$ cat config.mk
export PLATFORM = sky130hd
export DESIGN_NAME = seq_flasher
export DESIGN_NICKNAME = d
export VERILOG_FILES = /design/src/rtl/simon_pkg.sv /design/src/rtl/seq_flasher_colour_decode.sv /design/src/rtl/seq_flasher.sv
export SDC_FILE = /design/constraint.sdc
export NUM_CORES = 1
export LEC_CHECK = 0
export CAP_MARGIN = 10
export CORE_MARGIN = 1.5
export CORE_UTILIZATION = 30
export CTS_CLUSTER_SIZE = 28
export DETAILED_ROUTE_END_ITERATION = 12
export GPL_ROUTABILITY_DRIVEN = 0
export GPL_TIMING_DRIVEN = 0
export MAX_ROUTING_LAYER = met4
export PLACE_DENSITY = 0.59
export RECOVER_POWER = 100
export SYNTH_ARGS = -nofsm -noshare
export SYNTH_HDL_FRONTEND = slang
export SYNTH_SLANG_ARGS = --single-unit
$ cat constraint.sdc
create_clock -name clk -period 2.9 [get_ports clk]
set_input_delay 0.435 -clock clk [delete_from_list [all_inputs] [get_ports clk]]
set_output_delay 0.435 -clock clk [all_outputs]
set_load 0.02 [all_outputs]
$ cat src/rtl/simon_pkg.sv
// Shared types and defaults for the Simon playback blocks.
package simon_pkg;

   localparam int unsigned NUM_COLOURS_D = 4;
   localparam int unsigned MAX_ROUNDS_D  = 33;

   typedef logic [$clog2(NUM_COLOURS_D)-1:0] colour_t;

   typedef enum logic [2:0] {
      IDLE,
      LOAD,
      ON,
      GAP,
      DONE
   } flash_state_t;

endpackage

$ cat src/rtl/seq_flasher_colour_decode.sv
// colour_decode: colour code to one-hot lamp vector; codes >= NUM_COLOURS give all-zero.
module colour_decode #(
   parameter int unsigned NUM_COLOURS = 4,
   parameter int unsigned COL_W       = $clog2(NUM_COLOURS)
) (
   input  logic [COL_W-1:0]       code,
   output logic [NUM_COLOURS-1:0] onehot
);

   // One lamp per legal code; no match leaves the vector dark.
   always_comb begin
      onehot = '0;
      for (int unsigned i = 0; i < NUM_COLOURS; i++) begin
         if (code == COL_W'(i)) onehot[i] = 1'b1;
      end
   end

endmodule

$ cat src/rtl/seq_flasher.sv
// seq_flasher: plays back the stored Simon sequence on the lamps with
// cycle-timed on/off windows and pulses done on completion.
// Optional build macro SEQ_FLASH_SPEEDUP_EN shortens the on-time as rounds grow.
module seq_flasher
   import simon_pkg::*;
#(
   parameter int unsigned NUM_COLOURS   = NUM_COLOURS_D,
   parameter int unsigned COL_W         = $clog2(NUM_COLOURS),
   parameter int unsigned MAX_ROUNDS    = MAX_ROUNDS_D,
   parameter int unsigned IDX_W         = $clog2(MAX_ROUNDS + 1),
   parameter int unsigned ON_CYCLES     = 4,
   parameter int unsigned OFF_CYCLES    = 2,
   parameter int          SPEED_STEP    = 0,
   parameter int          MIN_ON_CYCLES = 1
) (
   input  logic                        clk,
   input  logic                        reset_n,
   input  logic                        start,
   input  logic                        abort,
   input  logic [IDX_W-1:0]            round_len,
   input  logic [MAX_ROUNDS*COL_W-1:0] segment,
   input  logic [NUM_COLOURS-1:0]      player_input,
   output logic [NUM_COLOURS-1:0]      disp_o,
   output logic                        busy,
   output logic                        done,
   output logic [IDX_W-1:0]            play_idx
);

   if (NUM_COLOURS < 2 || ON_CYCLES < 1 || OFF_CYCLES < 1 || MIN_ON_CYCLES < 1 ||
       SPEED_STEP < 0 || MAX_ROUNDS < 1) begin : g_param_check
      $error("seq_flasher: illegal parameter set");
   end

   flash_state_t     state_q, state_d;
   logic [IDX_W-1:0] idx_d;
   logic [31:0]      timer_q, timer_d;
   logic [COL_W-1:0] colour_q, colour_d;
   logic [IDX_W-1:0] len_q, len_d;
   logic [IDX_W:0]   nxt_idx;
   logic [IDX_W:0]   rd_idx;
   logic [COL_W-1:0] rd_code;
   logic [NUM_COLOURS-1:0] lamp;
   logic [31:0]      on_len_load;
   logic [31:0]      on_len_run;

`ifdef SEQ_FLASH_SPEEDUP_EN
   localparam logic [63:0] HEADROOM = (ON_CYCLES > MIN_ON_CYCLES) ?
                                      64'(ON_CYCLES - MIN_ON_CYCLES) : 64'd0;
   logic [63:0] reduction;
   logic [31:0] on_len_q;

   // Saturating on-time for this round; reduction is wide so it can never wrap.
   always_comb begin
      reduction = 64'(len_q) * 64'(SPEED_STEP);
      if (reduction >= HEADROOM) on_len_load = 32'(MIN_ON_CYCLES);
      else                       on_len_load = 32'(ON_CYCLES) - reduction[31:0];
   end

   // Latch the on-time once in LOAD so it stays fixed for the whole playback.
   always_ff @(posedge clk or negedge reset_n) begin
      if (!reset_n)              on_len_q <= 32'(ON_CYCLES);
      else if (state_q == LOAD)  on_len_q <= on_len_load;
   end

   assign on_len_run = on_len_q;
`else
   assign on_len_load = 32'(ON_CYCLES);
   assign on_len_run  = 32'(ON_CYCLES);
`endif

   assign nxt_idx = {1'b0, play_idx} + 1'b1;
   assign rd_idx  = (state_q == LOAD) ? '0 : nxt_idx;

   // Select the code of the element about to be shown.
   always_comb begin
      rd_code = '0;
      for (int unsigned k = 0; k < MAX_ROUNDS; k++) begin
         if (rd_idx == (IDX_W+1)'(k)) rd_code = segment[k*COL_W +: COL_W];
      end
   end

   // State and datapath registers.
   always_ff @(posedge clk or negedge reset_n) begin
      if (!reset_n) begin
         state_q  <= IDLE;
         play_idx <= '0;
         timer_q  <= '0;
         colour_q <= '0;
         len_q    <= '0;
      end else begin
         state_q  <= state_d;
         play_idx <= idx_d;
         timer_q  <= timer_d;
         colour_q <= colour_d;
         len_q    <= len_d;
      end
   end

   // Next-state and datapath updates; abort overrides everything outside IDLE.
   always_comb begin
      state_d  = state_q;
      idx_d    = play_idx;
      timer_d  = timer_q;
      colour_d = colour_q;
      len_d    = len_q;
      if (abort && state_q != IDLE) begin
         state_d = IDLE;
      end else begin
         unique case (state_q)
            IDLE: begin
               if (start) begin
                  state_d = LOAD;
                  len_d   = (round_len > IDX_W'(MAX_ROUNDS)) ? IDX_W'(MAX_ROUNDS) : round_len;
               end
            end
            LOAD: begin
               if (len_q == '0) begin
                  state_d = DONE;
               end else begin
                  state_d  = ON;
                  idx_d    = '0;
                  colour_d = rd_code;
                  timer_d  = on_len_load - 32'd1;
               end
            end
            ON: begin
               if (timer_q == '0) begin
                  state_d = GAP;
                  timer_d = 32'(OFF_CYCLES - 1);
               end else begin
                  timer_d = timer_q - 32'd1;
               end
            end
            GAP: begin
               if (timer_q != '0) begin
                  timer_d = timer_q - 32'd1;
               end else if (nxt_idx < {1'b0, len_q}) begin
                  state_d  = ON;
                  idx_d    = nxt_idx[IDX_W-1:0];
                  colour_d = rd_code;
                  timer_d  = on_len_run - 32'd1;
               end else begin
                  state_d = DONE;
               end
            end
            DONE:    state_d = IDLE;
            default: state_d = IDLE;
         endcase
      end
   end

   colour_decode #(
      .NUM_COLOURS (NUM_COLOURS),
      .COL_W       (COL_W)
   ) u_decode (
      .code   (colour_q),
      .onehot (lamp)
   );

   // Lamp drive: player buttons always pass through; reset blanks everything.
   always_comb begin
      disp_o = '0;
      if (reset_n) disp_o = player_input | ((state_q == ON) ? lamp : '0);
   end

   assign busy = (state_q != IDLE);
   assign done = (state_q == DONE);

endmodule

Word level (Yosys, flattened, before mapping)
Cells that the tools add are included.
{ "op_classes": {"n_addsub": 2, "order_cmp": 2, "eq_ne": 46, "n_mux": 61, "n_bitwise": 2, "reduce_logical": 14} }
{ "ops": {"columns": ["op", "n"], "rows": [
  ["32-bit 2-to-1 mux", 4],
  ["7-bit by 5-bit == test with 1-bit output (second input constant)", 16],
  ["32-bit case mux with 3 select lines", 1],
  ["2-bit 2-to-1 mux", 36],
  ["7-bit by 4-bit == test with 1-bit output (second input constant)", 8],
  ["32-bit logical NOT", 1],
  ["32-bit nonzero test", 1],
  ["32-bit by 1-bit subtractor with 32-bit output (second input constant)", 1],
  ["7-bit by 3-bit == test with 1-bit output (second input constant)", 4],
  ["6-bit 2-to-1 mux", 4],
  ["3-bit 2-to-1 mux", 6],
  ["7-bit by 2-bit == test with 1-bit output (second input constant)", 2],
  ["3-bit != test (second input constant)", 4],
  ["3-bit case mux with 4 select lines", 1],
  ["6-bit case mux with 2 select lines", 1],
  ["4-bit 2-to-1 mux", 2],
  ["6-bit by 1-bit adder with 7-bit output (second input constant)", 1],
  ["7-bit by 1-bit == test with 1-bit output (second input constant)", 1],
  ["7-bit by 6-bit == test with 1-bit output (second input constant)", 1],
  ["7-bit logical NOT", 1],
  ["7-bit by 6-bit < comparator with 1-bit output", 1],
  ["7-bit 2-to-1 mux", 1],
  ["3-bit by 2-bit == test with 1-bit output (second input constant)", 2],
  ["6-bit greater-than comparator (second input constant)", 1],
  ["other kinds (18)", 26]
]} }
{ "word_totals": {"register_bits": 49, "out_inout_bits": 12, "elab_cells": 132} }

Longest topological paths before layout
{ "depth": {"word_depth": 39, "ltp_mapped": 15, "mapped_depth_nobuf": 13} }

By module
A second synthesis with hierarchy kept.
{ "hier_totals": {"cells_unflattened": 522, "area_unflattened_um2": 3985.1} }
{ "by_module_without_submodules": {"columns": ["module", "n_inst", "cells_per_inst", "area_per_inst_um2", "seq_area_each_um2"], "rows": [
  ["seq_flasher", 1, 518, 3958.8, 1226.2],
  ["colour_decode", 1, 4, 26.3, 0.0]
]} }

Worst setup path after synthesis
OpenSTA, ideal clock, no wires.
{ "synth_path": {"path_type": "reg2reg", "start": "register play_idx[2]", "end": "register timer_q[13]", "setup_time_ps": 129, "arrival_time_ps": 2947, "required_time_ps": 2771, "path_slack_ps": -176, "path_stages_with_launch": 13, "n_path_buf": 2, "synth_period_minus_slack_ps": 3076, "path_cell_list": "dfrtp_1 buf_2 nand3_1 xor2_1 clkinv_1 ha_1 a2111oi_0 o211ai_1 and2_1 a311o_2 buf_2 o21ai_0 o41ai_1"} }
{ "synth_between": {"elab_chain_len": 4} }
{ "synth_lines": {"columns": ["element", "line_no", "source"], "rows": [
  ["start: declaration", "seq_flasher.sv:26", "output logic [IDX_W-1:0] play_idx"],
  ["start signal: assignment", "seq_flasher.sv:92", "play_idx <= idx_d;"],
  ["6-bit by 1-bit adder with 7-bit output", "seq_flasher.sv:71", "assign nxt_idx = {1'b0, play_idx} + 1'b1;"],
  ["7-bit by 6-bit < comparator with 1-bit output", "seq_flasher.sv:137", "end else if (nxt_idx < {1'b0, len_q}) begin"],
  ["3-bit != test (no line)", null, null],
  ["4-bit AND reduction (no line)", null, null],
  ["end signal: assignment", "seq_flasher.sv:93", "timer_q <= timer_d;"],
  ["end: declaration", "seq_flasher.sv:36", "logic [31:0] timer_q, timer_d;"]
]} }
Every way passes these cells.
A chain may end at the register's enable or synchronous reset.

Final worst setup path
{ "layout_path": {"start": "register play_idx[0]", "end": "register colour_q[0]"} }
{ "layout_between": {"elab_chain_len": 39, "word_cells_on_any_way": 75} }
{ "layout_lines": {"columns": ["element", "line_no", "source"], "rows": [
  ["6-bit by 1-bit adder with 7-bit output (*)", "seq_flasher.sv:71", null],
  ["7-bit 2-to-1 mux", "seq_flasher.sv:72", "assign rd_idx = (state_q == LOAD) ? '0 : nxt_idx;"],
  ["7-bit logical NOT", "seq_flasher.sv:78", "if (rd_idx == (IDX_W+1)'(k)) rd_code = segment[k*COL_W +: COL_W];"],
  ["2-bit 2-to-1 mux (33 in a row)", "seq_flasher.sv:78", null],
  ["2-bit 2-to-1 mux", "seq_flasher.sv:137", null],
  ["2-bit 2-to-1 mux", "seq_flasher.sv:135", "if (timer_q != '0) begin"],
  ["2-bit case mux with 2 select lines", "seq_flasher.sv:109", "unique case (state_q)"],
  ["end signal: assignment", "seq_flasher.sv:94", "colour_q <= colour_d;"],
  ["end: declaration", "seq_flasher.sv:37", "logic [COL_W-1:0] colour_q, colour_d;"]
]} }
Every way passes the cells marked *; elsewhere a longest branch is shown, timed or not. The select of a mux whose other input is x is not followed.

==> flow_summary.ini <==
[place]
port_buffers = 91
dpl-instance-area_um2 = 5120
place_hpwl_um = 10300
placed_cells = 805

[power]
irDropWorstVdd_mv = 0.433
p_leak_uw = 0.00235
power.total_uw = 3180
powerDensity_nw_per_um2 = 549

[drt]
num_vias = 4725
wl_per_cell_um = 17.0
drc = 0
antenna_left = 0
via_per_inst = 5.68
drt_first_pass_iters = 7
first_iter_violations = 407
finalWirelength_um = 14100

[global_routing]
grt_start_max_net_pins = 30
grt_usage_pct = 20.3
antenna_found_initial = 0
grt_pass1_vias = 4572
grt_pass1_wl_um = 22700
overflow = 0

[logic_synthesis]
async_flop_share_pct = 100
yosys.cell_types.count = 64
synth_edf_count = 0
ys.flop_type = dfrtp_1
yosys_warnings = 0
postSynthAreaPerCell_um2 = 7.32
syn_area_um2 = 3960
ys_seq_area_share_pct = 31.0
synth_seq_cells = 49
synthesis.nets = 628
synthCells = 541

[setup_path]
crit_path_max_incr_delay_ns = 0.45
crit_slowest_cell = dfrtp_2
critPathLaunch = play_idx[0]$_DFFE_PN0P_
crit_chain = ha_4, clkbuf_4, inv_1, buf_2, nor2_4, nand2_1, or3_1, a21oi_1, nor2_1, nor4_2, a21oi_1
crit_path_max_fanout = 10
crit_path_start_kind = flip-flop
crit_type = reg2reg
regToRegStartpoint = play_idx[0]$_DFFE_PN0P_
cp_num_buf_inv = 3
crit_path_end_kind = flip-flop
crit_family = simple AND/OR/NAND/NOR gates
critPathArrivalTime_ns = 3.01
required_ns = 3.05
cp_common_cell = a21oi_1

[final_layout]
seq_area_um2 = 1230
diodes = 0
multiInputGateArea_um2 = 2810
final_common_cell = clkdlybuf4s50_1
most-common-layout-cells = 89 x clkdlybuf4s50_1, 70 x nand2_1, 54 x nor2_1
final_layout_size_suffix_gt1_share_pct = 18.3
syn2layout_area_growth_pct = 46.5
utilization_pct = 45.6
fill_cells = 1310
stdcell_count = 832
fin_area_um2 = 5800
nNetsFinal = 746

[timing]
hold_viol_final = 0
slew-limit-headroom_pct = 14.7
setup_violations = 0
slew_viol_final = 0
fin_crit_sh_pct = 98.4
fmax_mhz = 350
fin_crit_ns = 2.85
worst_slew_pin_slew_ns = 1.28
skew_ns = 0.00457
rsz0062_at_grt = yes

[cts]
clk_latency_ns = 0.28
h-tree-depth = 2
clk_path_buf_depth = 2
clock-sinks = 49
root_buffer = clkbuf_16
cts_tree = done
cts.clk_slew.worst_paths_ns = 0.07
postCtsHoldBufs = 0
cts_buffers = 5

[die]
fp.dieArea_um2 = 13900
start_util_pct = 31.1
row_count = 41
dieHeight_um = 118
die_x_um = 118
core_um2 = 12700
io_pins = 92

[status]
outcome = complete, no violations

[flow_run]
max_cap_violations = 0

[hold_path]
hp-class = in2async
sequential cells by signal, summed over array words and instances (netlist names):
name / count
timer_q: 32
len_q: 6
play_idx: 6
state_q: 3
colour_q: 2
Yosys cell counts (all sizes together) (3+ instances only):
cell	count	area (µm²)
a2111oi	7	61.3
a21oi	35	175
a221oi	4	35.0
a31oi	6	37.5
and2	3	18.8
and3	4	25.0
buf	17	88.8
clkbuf	18	67.6
dfrtp	49	1230
ha	7	87.6
inv	16	60.1
mux2	3	33.8
mux2i	4	40.0
nand2	72	270
nand2b	15	93.8
nand3	13	65.1
nand4	6	37.5
nor2	57	214
nor2b	6	37.5
nor3	25	135
nor3b	4	30.0
nor4	12	81.3
o211ai	8	60.1
o21a	5	37.5
o21ai	68	340
o22ai	7	43.8
o2bb2ai	3	26.3
o31ai	7	52.6
o32ai	3	26.3
o41ai	3	26.3
or2	8	50.1
or3	7	43.8
or4	4	30.0
report_power, final:
group / leakage (µW) / internal, µW / switching [µW]
clock: 0.0000842 / 408 / 254
sequential: 0.000654 / 804 / 114
combinational: 0.00162 / 685 / 918
total: 0.00235 / 1900 / 1290
timing repair:
action / in CTS / in global routing
cloned: 2 / 0
setup endpoints to repair: 42 / 43
setup buffers: 16 / 8
resized for setup: 54 / 61
pin swaps: 8 / 17
through the flow:
step                      setup WS (ns)  hold WS [ns]   TNS, ns
final                            0.0452         0.393         0
after global routing            -0.0697         0.503    -0.713
after CTS                      -0.00913         0.147  -0.00913
after detailed placement         -0.872         0.454    -21.29
after global placement            -1.06         0.459    -31.88
after floorplan                 0.00553         0.139         0
kinds of logic (layout without fill, tap and decap cells):
kind of cell               after synthesis  after routing  share of synthesized area, %
DFF                                     49             49                          31.0
muxes                                    7              7                          1.87
adders and majority gates                7              7                          2.21
and+or+nand+nor                        243            243                          30.1
xor gates and xnor gates                 4              4                         0.885
AOI/OAI and AO/OA                      179            179                          28.4
buffers and inverters                   52            171                          5.56
cell type report:
type,count,area share [%]
well taps,172,3.71
inverters,17,1.17
clock inverters,3,0.755
clock buffers,5,2.16
repair buffers,118,19.2
multi-input cells,440,48.5
plain buffers,28,3.30
flip-flops and latches,49,21.2
routing by layer:
layer,wire [µm],GRT usage (%)
met2,6280,29.4
met4,243,7.70
met3,1150,4.46
met1,6440,27.7
met5,0,-
worst paths after layout:
check	to	slack [ns]	depth (start not counted)
worst min register to register	timer_q[31]$_DFFE_PN0P_	0.48	2
worst max-delay path	colour_q[0]$_DFFE_PN0P_	0.05	11
worst min-delay path	timer_q[19]$_DFFE_PN0P_	0.39	1
worst max register to register	colour_q[0]$_DFFE_PN0P_	0.05	11
max in group asynchronous	play_idx[2]$_DFFE_PN0P_	0.52	2
min in group clk	timer_q[31]$_DFFE_PN0P_	0.48	2
No activity file was read; power rests on OpenSTA's default activity.
